## src/rtl/hex_rotate_sched_pkg.sv

```systemverilog
// Shared definitions for the HEX rotator sequencer.
// Character codes consumed by the char_7seg decoders, FSM state encodings,
// the power-on message and a slot-extraction helper.
package hex_rotate_sched_pkg;

  // 2-bit character codes understood by char_7seg
  localparam logic [1:0] CH_D     = 2'b00;
  localparam logic [1:0] CH_E     = 2'b01;
  localparam logic [1:0] CH_1     = 2'b10;
  localparam logic [1:0] CH_BLANK = 2'b11;

  // Message shown after reset: {Slot0,Slot1,Slot2,Slot3} = d,E,1,blank
  localparam logic [7:0] RESET_MSG_DEF = {CH_D, CH_E, CH_1, CH_BLANK};

  typedef enum logic [1:0] {
    S_IDLE  = 2'd0,
    S_RUN   = 2'd1,
    S_PAUSE = 2'd2
  } state_t;

  // Slot0 lives in the top bits of the packed message, Slot3 in the bottom bits.
  function automatic logic [1:0] slot_of(input logic [7:0] msg, input logic [1:0] idx);
    logic [1:0] res;
    case (idx)
      2'd0:    res = msg[7:6];
      2'd1:    res = msg[5:4];
      2'd2:    res = msg[3:2];
      default: res = msg[1:0];
    endcase
    return res;
  endfunction

endpackage

```

## src/rtl/hex_rotate_sched_tick_prescaler.sv

```systemverilog
// Free-running divide-by-DIV prescaler producing a one-cycle Tick on wrap.
// Tick is combinational from the count and En; the count updates on the next edge.
// Clr wins over En; with En low the count simply holds.
module tick_prescaler #(
  parameter int DIV = 50_000_000,
  parameter int CW  = 26
) (
  input  logic Clock,
  input  logic Reset,
  input  logic En,
  input  logic Clr,
  output logic Tick
);

  logic [CW-1:0] cnt_q;
  logic [CW-1:0] cnt_d;
  logic          at_top;

  assign at_top = (cnt_q == CW'(DIV - 1));
  assign Tick   = En && at_top;

  // Next count: clear, wrap at DIV-1, increment, or hold when disabled
  always_comb begin
    cnt_d = cnt_q;
    if (Clr) begin
      cnt_d = '0;
    end else if (En) begin
      if (at_top) cnt_d = '0;
      else        cnt_d = cnt_q + CW'(1);
    end
  end

  // Count register
  always_ff @(posedge Clock or posedge Reset) begin
    if (Reset) cnt_q <= '0;
    else       cnt_q <= cnt_d;
  end

endmodule

```

## src/rtl/hex_rotate_sched.sv

```systemverilog
// Sequencer for the 4-position HEX rotator: message slots, rotation select, FSM.
// Char outputs are a combinational decode of registered state (zero latency).
// No handshake; Load overrides Run/Step/tick, Step is edge-detected and ignored in RUN.
module hex_rotate_sched
  import hex_rotate_sched_pkg::*;
#(
  parameter int         DIV       = 50_000_000,
  parameter int         CW        = 26,
  parameter logic [7:0] RESET_MSG = RESET_MSG_DEF
) (
  input  logic       Clock,
  input  logic       Reset,
  input  logic       Load,
  input  logic [7:0] LoadData,
  input  logic       Run,
  input  logic       Step,
  input  logic       Dir,
  output logic [1:0] RotSel,
  output logic [1:0] Char3,
  output logic [1:0] Char2,
  output logic [1:0] Char1,
  output logic [1:0] Char0,
  output logic       Running,
  output logic       Tick
);

  state_t     state_q, state_d;
  logic [1:0] rot_sel_q, rot_sel_d;
  logic [7:0] msg_q, msg_d;
  logic       step_q, step_d;

  logic       step_rise;
  logic       enter_run;
  logic       advance;
  logic       presc_en;
  logic       presc_clr;
  logic       presc_tick;

  assign step_rise = Step && !step_q;

  // Prescaler only counts while running; a Load freezes it for the cycle it clears it
  assign presc_en  = (state_q == S_RUN) && !Load;
  assign presc_clr = Load || enter_run;

  tick_prescaler #(
    .DIV (DIV),
    .CW  (CW)
  ) u_presc (
    .Clock (Clock),
    .Reset (Reset),
    .En    (presc_en),
    .Clr   (presc_clr),
    .Tick  (presc_tick)
  );

  // Next state, message and rotation select; Load beats everything else
  always_comb begin
    state_d   = state_q;
    rot_sel_d = rot_sel_q;
    msg_d     = msg_q;
    step_d    = Step;
    enter_run = 1'b0;
    advance   = 1'b0;
    if (Load) begin
      msg_d     = LoadData;
      rot_sel_d = 2'd0;
      state_d   = S_IDLE;
    end else begin
      case (state_q)
        S_IDLE: begin
          if (Run) begin
            state_d   = S_RUN;
            enter_run = 1'b1;
          end
        end
        S_RUN: begin
          if (!Run) state_d = S_PAUSE;
        end
        S_PAUSE: begin
          if (Run) begin
            state_d   = S_RUN;
            enter_run = 1'b1;
          end
        end
        default: state_d = S_IDLE;
      endcase
      // A tick still advances on the cycle Run drops; Step only counts outside RUN
      advance = (state_q == S_RUN) ? presc_tick : step_rise;
      if (advance) begin
        rot_sel_d = Dir ? (rot_sel_q - 2'd1) : (rot_sel_q + 2'd1);
      end
    end
  end

  // State, rotation, message and Step history registers
  always_ff @(posedge Clock or posedge Reset) begin
    if (Reset) begin
      state_q   <= S_IDLE;
      rot_sel_q <= 2'd0;
      msg_q     <= RESET_MSG;
      step_q    <= 1'b0;
    end else begin
      state_q   <= state_d;
      rot_sel_q <= rot_sel_d;
      msg_q     <= msg_d;
      step_q    <= step_d;
    end
  end

  // Display muxing: HEX3 shows the selected slot, lower displays the following ones
  always_comb begin
    Char3 = slot_of(msg_q, rot_sel_q);
    Char2 = slot_of(msg_q, rot_sel_q + 2'd1);
    Char1 = slot_of(msg_q, rot_sel_q + 2'd2);
    Char0 = slot_of(msg_q, rot_sel_q + 2'd3);
  end

  assign RotSel  = rot_sel_q;
  assign Running = (state_q == S_RUN);
  assign Tick    = presc_tick;

endmodule

```

## config.mk

```make
export PLATFORM = sky130hd
export DESIGN_NAME = hex_rotate_sched
export DESIGN_NICKNAME = d
export VERILOG_FILES = /design/src/rtl/hex_rotate_sched_pkg.sv /design/src/rtl/hex_rotate_sched_tick_prescaler.sv /design/src/rtl/hex_rotate_sched.sv
export SDC_FILE = /design/constraint.sdc
export NUM_CORES = 1
export LEC_CHECK = 0
export BUFFER_PORTS_ARGS = -buffer_cell sky130_fd_sc_hd__buf_2
export CAP_MARGIN = 20
export CORE_MARGIN = 5
export CORE_UTILIZATION = 50
export DETAILED_ROUTE_END_ITERATION = 16
export PLACE_DENSITY = 0.73
export SETUP_SLACK_MARGIN = 0.02
export SYNTH_ARGS = -nofsm -noshare
export SYNTH_HDL_FRONTEND = slang
export SYNTH_SLANG_ARGS = --single-unit
export TNS_END_PERCENT = 1
```

## constraint.sdc

```tcl
create_clock -name Clock -period 2.66 [get_ports Clock]
set_clock_uncertainty 0.1 [all_clocks]
set_input_delay 0.665 -clock Clock [delete_from_list [all_inputs] [get_ports Clock]]
set_output_delay 0.665 -clock Clock [all_outputs]
set_load 0.05 [all_outputs]
```

==> impl_metrics.csv, run 1 <==
group,metric,value,unit
status,run_status,"completed",
place,finalWeightedCongestion,0.875,
cts,h_tree_level_count,2,
floorplan,boundaryPins,26,
synthesis,synth-adder-area-share,5.30,%
setup_path,ff2ff_setup_slack,0.45,ns
synthesis,synthCells,247,
power_and_ir_drop,power_density,469,nW/um2
power_and_ir_drop,p_leak,1.19,nW
cts,tritoncts_clock_tree,"built",
flow_run,max-cap-violations,0,
detailed_routing,ant_nets,0,
detailed_routing,routed_wire_length_per_instance,16.1,um
detailed_routing,drc,0,
synthesis,synth-simple-area-share,27.3,%
synthesis,ys_types,44,
cts,clock_tree.root_cell,"sky130_fd_sc_hd__clkbuf_8",
cts,tritoncts.num_buffers,5,
final_layout,number_of_diodes_added_for_antenna_fixing,0,
grt,grt_pass1_vias,1932,
sta,finalCritPeriodShare,99.6,%
grt,grt_first_pass_wirelength,9040,um
sta,rsz0062_at_grt,"yes",
grt,grt_antenna_before_repair,0,
cts,cts_hold_buf,0,
floorplan,rows,25,
cts,clock_tree.buffer_depth,2,
detailed_routing,finalWirelength,5560,um
sta,fin_setup_tns,0,ns
setup_path,cp_data_arrival_time,1.88,ns
synthesis,synth.top_cells.by_area,"sky130_fd_sc_hd__dfrtp_1 (37%), sky130_fd_sc_hd__ha_1 (5.3%), sky130_fd_sc_hd__xnor2_1 (4.8%)",
synthesis,synth_compound_gate_area_share,10.5,%
synthesis,post_synth_xor_xnor_area,5.94,%
synthesis,synth.area.mux_share,6.25,%
synthesis,synthesis.nets,271,
detailed_routing,post_drt_via_cell_ratio,5.99,
floorplan,die_x,78.7,um
setup_path,critPathMaxFanout,2,
final_layout,num-nets-final,314,
place,place.port_buffers,25,
final_layout,area_growth_syn_to_fin,18.7,%
synthesis,synth_area,2360,um2
synthesis,yosysTopAreaCell,"sky130_fd_sc_hd__dfrtp_1",
place,dp.final_hpwl,3950,um
synthesis,primary_flip_flop_cell_chosen_by_synthesis_mapping,"sky130_fd_sc_hd__dfrtp_1",
floorplan,die-area,6200,um2
synthesis,postSynth.asyncResetShare,100,%
synthesis,synth-edff-count,0,
detailed_routing,vias_after_detailed_routing,2066,
setup_path,critical_path_required,1.89,ns
synthesis,synth-seq-area-share,41.5,%
synthesis,mean_syn_cell_area,9.56,um2
power_and_ir_drop,power.total,1.31,mW
sta,hold_violations,0,
floorplan,core,4660,um2
grt,grt_remaining_overflow,0,
sta,slew_viol_final,0,
setup_path,critical_path.startpoint_type,"flip-flop",
synthesis,synth_top_family_by_area,"simple AND/OR/NAND/NOR gates",
floorplan,initial_core_util,50.7,%
worst_hold_path,min-delay-path-class,"in -> async",
sta,rel_slew_slack,66.8,%
grt,maximum_number_of_pins_on_one_net_before_global_route_repair,40,
detailed_routing,number_of_search_and_repair_iterations_in_the_first_detailed_routing_pass,5,
sta,final_period_minus_worst_setup_slack,2.65,ns
setup_path,crit_path_end_kind,"output port",
synthesis,synth_top_cell_area_share,37.1,%
cts,worst_skew_pair.late_latency,0.30,ns
grt,global_route.usage.total,18.5,%
sta,clock.fmax,377,MHz
sta,worst-slew-pin-transition,0.498,ns
final_layout,drive_gt1_share,25.8,%
synthesis,synth_warnings,0,
setup_path,critPathKind,"reg -> out",
cts,clock_sink_count,39,
power_and_ir_drop,vdd_drop_max,0.233,mV
cts,clk_pin_slew_worst_paths,0.08,ns
sta,setup-violations-final,0,
detailed_routing,detail_route.iter0.violations,135,
synthesis,ys_ff_latch,39,
floorplan,die_h,78.7,um
[layer usage]
layer / vias up / track usage (%) / part of all wire (%)
met4: 0 / 6.64 / 1.6
met2: 50 / 31.1 / 49
met3: 9 / 3.51 / 4.7
met5: - / 0 / 0
li1: 1016 / - / -
met1: 991 / 23.7 / 44
[sequential cells by signal (all words and copies together) (netlist names)]
signal and count:
u_presc.cnt_q 26, msg_q 8, RotSel 2, state_q 2
step_q 1
[synthesized netlist by cell type, types with 2 or more instances]
cell type,number
sky130_fd_sc_hd__nor3b_1,2
sky130_fd_sc_hd__nand2_1,29
sky130_fd_sc_hd__or3_1,5
sky130_fd_sc_hd__nor3_1,9
sky130_fd_sc_hd__nand2b_1,2
sky130_fd_sc_hd__a222oi_1,8
sky130_fd_sc_hd__ha_1,10
sky130_fd_sc_hd__o21ai_1,3
sky130_fd_sc_hd__nor4b_1,3
sky130_fd_sc_hd__buf_2,5
sky130_fd_sc_hd__a21oi_1,5
sky130_fd_sc_hd__mux2i_1,8
sky130_fd_sc_hd__xor2_1,3
sky130_fd_sc_hd__a31oi_1,2
sky130_fd_sc_hd__nand4_1,8
sky130_fd_sc_hd__o21ai_0,4
sky130_fd_sc_hd__a311oi_1,3
sky130_fd_sc_hd__and3_1,4
sky130_fd_sc_hd__mux2_2,6
sky130_fd_sc_hd__clkbuf_1,6
sky130_fd_sc_hd__nand3b_1,2
sky130_fd_sc_hd__xnor2_1,13
sky130_fd_sc_hd__dfrtp_1,35
sky130_fd_sc_hd__inv_1,6
sky130_fd_sc_hd__nor4_1,12
sky130_fd_sc_hd__a41oi_1,3
sky130_fd_sc_hd__and4_1,5
sky130_fd_sc_hd__nor2_1,14
sky130_fd_sc_hd__dfstp_2,4
sky130_fd_sc_hd__nand3_1,14
[layout by cell type (no fill, tap or decap), types with 2 or more instances in the layout]
cell | Yosys | layout
sky130_fd_sc_hd__nand4_1 | 8 | 8
sky130_fd_sc_hd__nand3b_1 | 2 | 2
sky130_fd_sc_hd__inv_1 | 6 | 6
sky130_fd_sc_hd__buf_4 | 0 | 21
sky130_fd_sc_hd__a222oi_1 | 8 | 8
sky130_fd_sc_hd__xor2_1 | 3 | 3
sky130_fd_sc_hd__or3_1 | 5 | 4
sky130_fd_sc_hd__buf_2 | 5 | 21
sky130_fd_sc_hd__mux2i_1 | 8 | 8
sky130_fd_sc_hd__clkbuf_8 | 0 | 6
sky130_fd_sc_hd__mux2_2 | 6 | 6
sky130_fd_sc_hd__xnor2_1 | 13 | 13
sky130_fd_sc_hd__nor3b_1 | 2 | 2
sky130_fd_sc_hd__nand3_1 | 14 | 14
sky130_fd_sc_hd__nor2_1 | 14 | 14
sky130_fd_sc_hd__o21ai_1 | 3 | 3
sky130_fd_sc_hd__nor4_1 | 12 | 12
sky130_fd_sc_hd__ha_2 | 0 | 2
sky130_fd_sc_hd__nand2b_1 | 2 | 2
sky130_fd_sc_hd__and3_1 | 4 | 4
sky130_fd_sc_hd__nand2_1 | 29 | 29
sky130_fd_sc_hd__o21ai_0 | 4 | 4
sky130_fd_sc_hd__nor4b_1 | 3 | 3
sky130_fd_sc_hd__clkbuf_4 | 0 | 4
sky130_fd_sc_hd__a41oi_1 | 3 | 3
sky130_fd_sc_hd__a311oi_1 | 3 | 3
sky130_fd_sc_hd__dfstp_2 | 4 | 4
sky130_fd_sc_hd__and4_1 | 5 | 5
sky130_fd_sc_hd__dfrtp_2 | 0 | 3
sky130_fd_sc_hd__a31oi_1 | 2 | 2
sky130_fd_sc_hd__nor3_1 | 9 | 8
sky130_fd_sc_hd__a21oi_1 | 5 | 5
sky130_fd_sc_hd__dfrtp_1 | 35 | 32
sky130_fd_sc_hd__ha_1 | 10 | 8
[cell type report]
| class | count | area (um2) |
|---|---|---|
| clock buffer | 7 | 86.3 |
| clock inverter | 1 | 5.00 |
| fill | 399 | 1860 |
| inverter | 7 | 26.3 |
| multi-input combinational | 190 | 1330 |
| sequential | 39 | 985 |
| tap | 54 | 67.6 |
| timing repair buffer | 47 | 304 |
[stage by stage]
step           cell area (um2)  hold WS [ns]  cells  utilization, %  worst slack [ns]
4_1_cts                   2750         0.390    340            59.0          -0.00175
3_3_place_gp              2630         0.378    330            56.4             0.185
2_1_floorplan             2370         0.359    247               -           -0.0795
6_report                  2800         0.381    345            60.1            0.0106
3_5_place_dp              2630         0.388    330            56.4             0.117
5_1_grt                   2800         0.391    345            60.1            -0.103
[path summary, 6_finish.rpt]
check	startpoint	end	cells past startpoint
setup reg to reg	u_presc.cnt_q[0]	u_presc.cnt_q[20]	7
setup / recovery	u_presc.cnt_q[0]	Tick	6
min in group Clock	Step	step_q	1
hold / removal	Reset	msg_q[5]	3
hold reg to reg	state_q[1]	state_q[0]	1
max in group asynchronous	Reset	RotSel[0]	3
[power breakdown]
part	internal [mW]	switching [mW]	total [mW]	leakage [nW]
registers	0.615	0.0179	0.633	0.512
logic	0.0898	0.183	0.273	0.628
clock network	0.209	0.200	0.409	0.0482
total	0.914	0.401	1.31	1.19
[logic make-up (layout without fill, tap and decap cells)]
logic type | Yosys count | count (layout)
simple gates | 117 | 117
flops | 39 | 39
compound gates | 33 | 33
buf+inv | 18 | 62
xor+xnor | 16 | 16
mux | 14 | 14
fa+ha+maj | 10 | 10
[critical path, cell delays in order (launching register included)]
cell and delay (ns):
sky130_fd_sc_hd__dfrtp_1 0.36, sky130_fd_sc_hd__ha_1 0.17, sky130_fd_sc_hd__nand3_1 0.10, sky130_fd_sc_hd__or2_1 0.24, sky130_fd_sc_hd__or3_4 0.41, sky130_fd_sc_hd__nor3_4 0.13, sky130_fd_sc_hd__buf_6 0.18
[repair_timing]
action | in CTS | in global routing
gates resized for setup | 6 | 6
endpoints found under the setup margin | 8 | 9
pin swaps | 1 | 5
setup buffers | 2 | 4
No activity file was read; power rests on OpenSTA's default activity.
==> run 2: changes to the inputs <==
==> constraint.sdc (replaced) <==
create_clock -name Clock -period 2.66 [get_ports Clock]
set_clock_uncertainty 0.1 [all_clocks]
set_input_delay 0.266 -clock Clock [delete_from_list [all_inputs] [get_ports Clock]]
set_output_delay 0.266 -clock Clock [all_outputs]
set_load 0.05 [all_outputs]
==> impl_metrics.csv, run 2 (same netlist as run 1, synthesis figures left out) <==
group,metric,value,unit
place,dp.final_hpwl,3910,um
floorplan,core,4660,um2
final_layout,largest_registers,"u_presc.cnt_q x26, msg_q x8",
place,place.port_buffers,25,
final_layout,drive_gt1_share,19.2,%
sta,fin_setup_tns,0,ns
detailed_routing,detail_route.iter0.violations,163,
power_and_ir_drop,share_comb_of_total_power,19.7,%
sta,rel_slew_slack,66.5,%
cts,postCtsSetupBuffers,0,
place,finalWeightedCongestion,0.873,
floorplan,boundaryPins,26,
floorplan,die_x,78.7,um
sta,finalCritPeriodShare,94.5,%
floorplan,initial_core_util,50.7,%
detailed_routing,post_drt_via_cell_ratio,6.13,
cts,tritoncts_clock_tree,"built",
status,run_status,"complete, but fails checks",
worst_hold_path,min-delay-path-class,"in -> async",
status,failing_checks,"hold timing",
place,preCtsSetupSlack,0.419,ns
power_and_ir_drop,share_clk_of_total_power,30.7,%
grt,maximum_number_of_pins_on_one_net_before_global_route_repair,40,
setup_path,critical_path.startpoint_type,"flip-flop",
power_and_ir_drop,p_leak,1.10,nW
final_layout,num-nets-final,299,
detailed_routing,drc,0,
grt,grt_antenna_before_repair,0,
grt,grt_remaining_overflow,0,
detailed_routing,number_of_search_and_repair_iterations_in_the_first_detailed_routing_pass,7,
setup_path,critical_path_required,2.29,ns
power_and_ir_drop,p_int,0.873,mW
sta,rsz0062_at_grt,"no",
cts,clock_tree.buffer_depth,2,
setup_path,critPathKind,"reg -> out",
grt,grt_first_pass_wirelength,9290,um
power_and_ir_drop,vdd_drop_max,0.243,mV
power_and_ir_drop,switching_power_as_a_share_of_total_power,31.7,%
cts,clock_sink_count,39,
power_and_ir_drop,switching_power,0.406,mW
setup_path,critPathMaxFanout,5,
sta,clock.fmax,398,MHz
setup_path,cp_data_arrival_time,2.15,ns
sta,fin_worst_hold_slack,-0.0168,ns
detailed_routing,finalWirelength,5450,um
setup_path,crit_path_end_kind,"output port",
power_and_ir_drop,power_density,482,nW/um2
sta,final_period_minus_worst_setup_slack,2.51,ns
detailed_routing,vias_after_detailed_routing,2024,
cts,h_tree_level_count,2,
setup_path,r2r_start,"u_presc.cnt_q[1]",
cts,worst_skew_pair.late_latency,0.29,ns
final_layout,final_cell_mix,"sky130_fd_sc_hd__dfrtp_1 (34), sky130_fd_sc_hd__nand2_1 (29), sky130_fd_sc_hd__buf_2 (24), sky130_fd_sc_hd__nor2_1 (14), sky130_fd_sc_hd__nand3_1 (14)",
grt,grt_pass1_vias,1977,
cts,tritoncts.num_buffers,5,
detailed_routing,ant_nets,0,
cts,clock_tree.root_cell,"sky130_fd_sc_hd__clkbuf_8",
detailed_routing,routed_wire_length_per_instance,16.5,um
floorplan,rows,25,
power_and_ir_drop,sequential_group_share_of_total_power,49.7,%
sta,hold_violations,32,
final_layout,mostFrequentLayoutCell,"sky130_fd_sc_hd__dfrtp_1",
grt,global_route.usage.total,19.0,%
cts,clk_pin_slew_worst_paths,0.08,ns
final_layout,area_growth_syn_to_fin,12.3,%
sta,fin_ws,0.147,ns
sta,slew_viol_final,0,
final_layout,number_of_diodes_added_for_antenna_fixing,0,
final_layout,flip_flop_count_of_the_largest_register_after_layout,26,
sta,worst-slew-pin-transition,0.502,ns
setup_path,crit_start,"u_presc.cnt_q[1]",
final_layout,max_flop_register,"u_presc.cnt_q",
flow_run,max-cap-violations,0,
sta,setup-violations-final,0,
floorplan,die_h,78.7,um
floorplan,die-area,6200,um2
final_layout,fill_cells,396,
run 2: cell types whose count changed in the layout (fill, tap and decap cells not counted), sizes merged:
| cell | change |
|---|---|
| buf | -13 |
| clkbuf | -3 |
| dlygate4sd3 | +1 |
run 2: stage by stage:
step / util, % / hold slack [ns] / cells / area (um2) / power [mW]
3_3_place_gp: 54.8 / 0.296 / 321 / 2560 / 0.891
6_report: 56.9 / -0.0168 / 330 / 2650 / 1.28
3_5_place_dp: 54.8 / 0.295 / 321 / 2560 / 0.897
4_1_cts: 56.8 / 0.000809 / 330 / 2650 / 1.29
2_1_floorplan: - / 0.197 / 247 / 2370 / 0.831
5_1_grt: 56.9 / 0.0388 / 330 / 2650 / 1.34
run 2: path summary, 6_finish.rpt:
| check | end | slack (ns) | cells past startpoint |
|---|---|---|---|
| max | Tick | 0.15 | 6 |
| max in group asynchronous | u_presc.cnt_q[0] | 2.10 | 3 |
| max reg2reg | u_presc.cnt_q[20] | 0.46 | 6 |
| min reg2reg | state_q[0] | 0.42 | 1 |
| min | u_presc.cnt_q[19] | -0.02 | 3 |
| min in group Clock | state_q[1] | 0.05 | 2 |
run 2: metal layers:
layer | vias up | global-route usage (%) | part of all wire [%]
li1 | 986 | - | -
met1 | 968 | 23.5 | 46
met2 | 62 | 32.7 | 47
met3 | 8 | 3.85 | 4.9
met4 | 0 | 6.82 | 1.2
met5 | - | 0 | 0
run 2: critical path, stage by stage, from the launching register on:
cell	delay (ns)
sky130_fd_sc_hd__dfrtp_1	0.41
sky130_fd_sc_hd__ha_1	0.20
sky130_fd_sc_hd__nand3_1	0.16
sky130_fd_sc_hd__or2_0	0.27
sky130_fd_sc_hd__or3_1	0.43
sky130_fd_sc_hd__nor3_2	0.14
sky130_fd_sc_hd__clkbuf_4	0.26
run 2: cell type report:
type                            count  area, um2  area share, %
Tap cell                           54       67.6           2.55
Inverter                            7       26.3          0.991
Clock inverter                      1       5.00          0.189
Sequential cell                    39        982           37.0
Timing Repair Buffer               32        183           6.89
Clock buffer                        7       76.3           2.88
Multi-Input combinational cell    190       1310           49.5
run 2: power by group through the flow:
stage | sequential (mW) | combinational (mW) | clock [mW]
after global routing | 0.638 | 0.269 | 0.435
after CTS | 0.634 | 0.253 | 0.400
after floorplan | 0.648 | 0.183 | 0
final | 0.635 | 0.251 | 0.392
after detailed placement | 0.646 | 0.251 | 0
after global placement | 0.644 | 0.247 | 0
run 2: what timing repair did:
action,4_1_cts,5_1_grt
setup endpoints to repair,0,1
hold endpoints to repair,1,0
hold buffers,1,0
resized for setup,0,2
==> run 3: changes to the inputs <==
--- a/config.mk
+++ b/config.mk
@@ -5,7 +5,7 @@
 export SDC_FILE = /design/constraint.sdc
 export NUM_CORES = 1
 export LEC_CHECK = 0
-export BUFFER_PORTS_ARGS = -buffer_cell sky130_fd_sc_hd__buf_2
+export BUFFER_PORTS_ARGS = -buffer_cell sky130_fd_sc_hd__buf_4
 export CAP_MARGIN = 20
 export CORE_MARGIN = 5
 export CORE_UTILIZATION = 50
==> impl_metrics.csv, run 3 (same netlist as run 1, synthesis figures left out) <==
group,metric,value,unit
status,run_status,"complete, but fails checks",
status,failing_checks,"hold timing",
sta,fin_setup_tns,0,ns
detailed_routing,wirelength_met1,2590,um
sta,slew_viol_final,0,
sta,finalCritPeriodShare,93.1,%
final_layout,final-instance-count-excl-fill,330,
floorplan,die_h,78.7,um
floorplan,boundaryPins,26,
setup_path,critical_path_required,2.29,ns
grt,grt_remaining_overflow,0,
flow_run,max-cap-violations,0,
sta,final_period_minus_worst_setup_slack,2.48,ns
sta,hold_violations,25,
floorplan,die_x,78.7,um
final_layout,regArea,982,um2
floorplan,core,4660,um2
power_and_ir_drop,p_leak,1.12,nW
power_and_ir_drop,power.total,1.32,mW
detailed_routing,finalWirelength,5400,um
cts,clk_pin_slew_worst_paths,0.08,ns
cts,worst_skew_pair.late_latency,0.30,ns
sta,rel_slew_slack,66.9,%
place,finalWeightedCongestion,0.875,
place,dp.final_hpwl,3860,um
cts,clock_tree.root_cell,"sky130_fd_sc_hd__clkbuf_8",
place,dpl.cell_count,321,
final_layout,drive_gt1_share,19.6,%
cts,tritoncts.num_buffers,5,
final_layout,multi_input_comb_area,1310,um2
detailed_routing,vias_after_detailed_routing,2022,
power_and_ir_drop,vdd_drop_max,0.235,mV
setup_path,cp_data_arrival_time,2.11,ns
final_layout,largest_registers,"u_presc.cnt_q x26, msg_q x8",
place,preCtsSetupSlack,0.461,ns
detailed_routing,met2WireLength,2460,um
final_layout,core_util_final,58.4,%
setup_path,critPathMaxFanout,5,
grt,global_route.usage.total,18.9,%
final_layout,final_design_area_no_fill,2720,um2
setup_path,r2r_start,"u_presc.cnt_q[1]",
final_layout,number_of_diodes_added_for_antenna_fixing,0,
final_layout,num-nets-final,299,
sta,rsz0062_at_grt,"no",
setup_path,ff2ff_setup_slack,0.47,ns
setup_path,worstSetupEndpoint,"Tick",
grt,grt_antenna_before_repair,0,
detailed_routing,drc,0,
final_layout,mostFrequentLayoutCell,"sky130_fd_sc_hd__dfrtp_1",
place,place.port_buffers,25,
detailed_routing,routed_wire_length_per_instance,16.4,um
detailed_routing,highest-signal-layer,"met4",
setup_path,critPathKind,"reg -> out",
cts,clock_tree.buffer_depth,2,
cts,postCtsSetupBuffers,0,
detailed_routing,post_drt_via_cell_ratio,6.13,
sta,clock.fmax,404,MHz
final_layout,max_flop_register,"u_presc.cnt_q",
power_and_ir_drop,power_density,486,nW/um2
final_layout,flip_flop_count_of_the_largest_register_after_layout,26,
floorplan,initial_core_util,50.7,%
cts,tritoncts_clock_tree,"built",
place,post_dp_area,2620,um2
detailed_routing,met3_length,278,um
final_layout,final_cell_mix,"sky130_fd_sc_hd__dfrtp_1 (34), sky130_fd_sc_hd__buf_4 (31), sky130_fd_sc_hd__nand2_1 (29), sky130_fd_sc_hd__nor2_1 (14), sky130_fd_sc_hd__nand3_1 (14)",
setup_path,crit_start,"u_presc.cnt_q[1]",
grt,maximum_number_of_pins_on_one_net_before_global_route_repair,40,
grt,grt_first_pass_wirelength,9130,um
detailed_routing,number_of_search_and_repair_iterations_in_the_first_detailed_routing_pass,4,
worst_hold_path,min-delay-path-class,"in -> async",
detailed_routing,detail_route.iter0.violations,124,
setup_path,critical_path.startpoint_type,"flip-flop",
sta,fin_ws,0.185,ns
floorplan,die-area,6200,um2
setup_path,timing.rr.end,"u_presc.cnt_q[20]",
sta,worst-slew-pin-transition,0.496,ns
sta,fin_worst_hold_slack,-0.0147,ns
floorplan,rows,25,
setup_path,crit_path_end_kind,"output port",
setup_path,worstRegToRegCells,6,
final_layout,area_growth_syn_to_fin,15.3,%
final_layout,fill_cells,421,
grt,grt_pass1_vias,1875,
sta,setup-violations-final,0,
cts,h_tree_level_count,2,
detailed_routing,ant_nets,0,
cts,clock_sink_count,39,
## run 3: cell types whose count changed in the layout (fill, tap and decap cells not counted)
| cell | previous run | this run |
|---|---|---|
| sky130_fd_sc_hd__buf_4 | 6 | 31 |
| sky130_fd_sc_hd__buf_2 | 24 | 0 |
| sky130_fd_sc_hd__clkbuf_1 | 2 | 1 |
| sky130_fd_sc_hd__clkbuf_4 | 1 | 0 |
| sky130_fd_sc_hd__clkbuf_8 | 5 | 6 |
## run 3: final cells by class
class	count	area share (%)
timing repair buffer	32	8.92
clock buffer	7	3.17
inverter	7	0.966
sequential	39	36.1
multi-input combinational	190	48.2
tap	54	2.48
clock inverter	1	0.184
## run 3: report_power, final
| part | internal (mW) | switching, mW |
|---|---|---|
| Clock | 0.209 | 0.206 |
| Combinational | 0.0936 | 0.179 |
| Sequential | 0.615 | 0.0202 |
## run 3: per-layer routing
layer / global-route usage [%] / vias to the layer above
li1: - / 985
met1: 25.4 / 974
met2: 29.4 / 57
met3: 5.22 / 6
met4: 6.47 / 0
met5: 0 / -
## run 3: worst min path at each step
stage               slack [ns]   from           endpoint  depth (start not counted)
floorplan                 0.20   Step             step_q                          0
finish                   -0.01  Reset  u_presc.cnt_q[22]                          3
global placement          0.29   Step             step_q                          1
CTS                     0.0003  Reset  u_presc.cnt_q[22]                          3
detailed placement        0.29   Step             step_q                          1
global route              0.03  Reset  u_presc.cnt_q[22]                          3
## run 3: repair_timing
action	4_1_cts	5_1_grt
hold buffers	1	0
endpoints found under the setup margin	0	1
endpoints found under the hold margin	1	0
gates resized for setup	0	1
## run 3: critical path, stage by stage, from the launching register on
cell                      delay, ns
sky130_fd_sc_hd__dfrtp_1       0.40
sky130_fd_sc_hd__ha_1          0.19
sky130_fd_sc_hd__nand3_1       0.16
sky130_fd_sc_hd__or2_0         0.26
sky130_fd_sc_hd__or3_1         0.45
sky130_fd_sc_hd__nor3_2        0.14
sky130_fd_sc_hd__buf_4         0.22
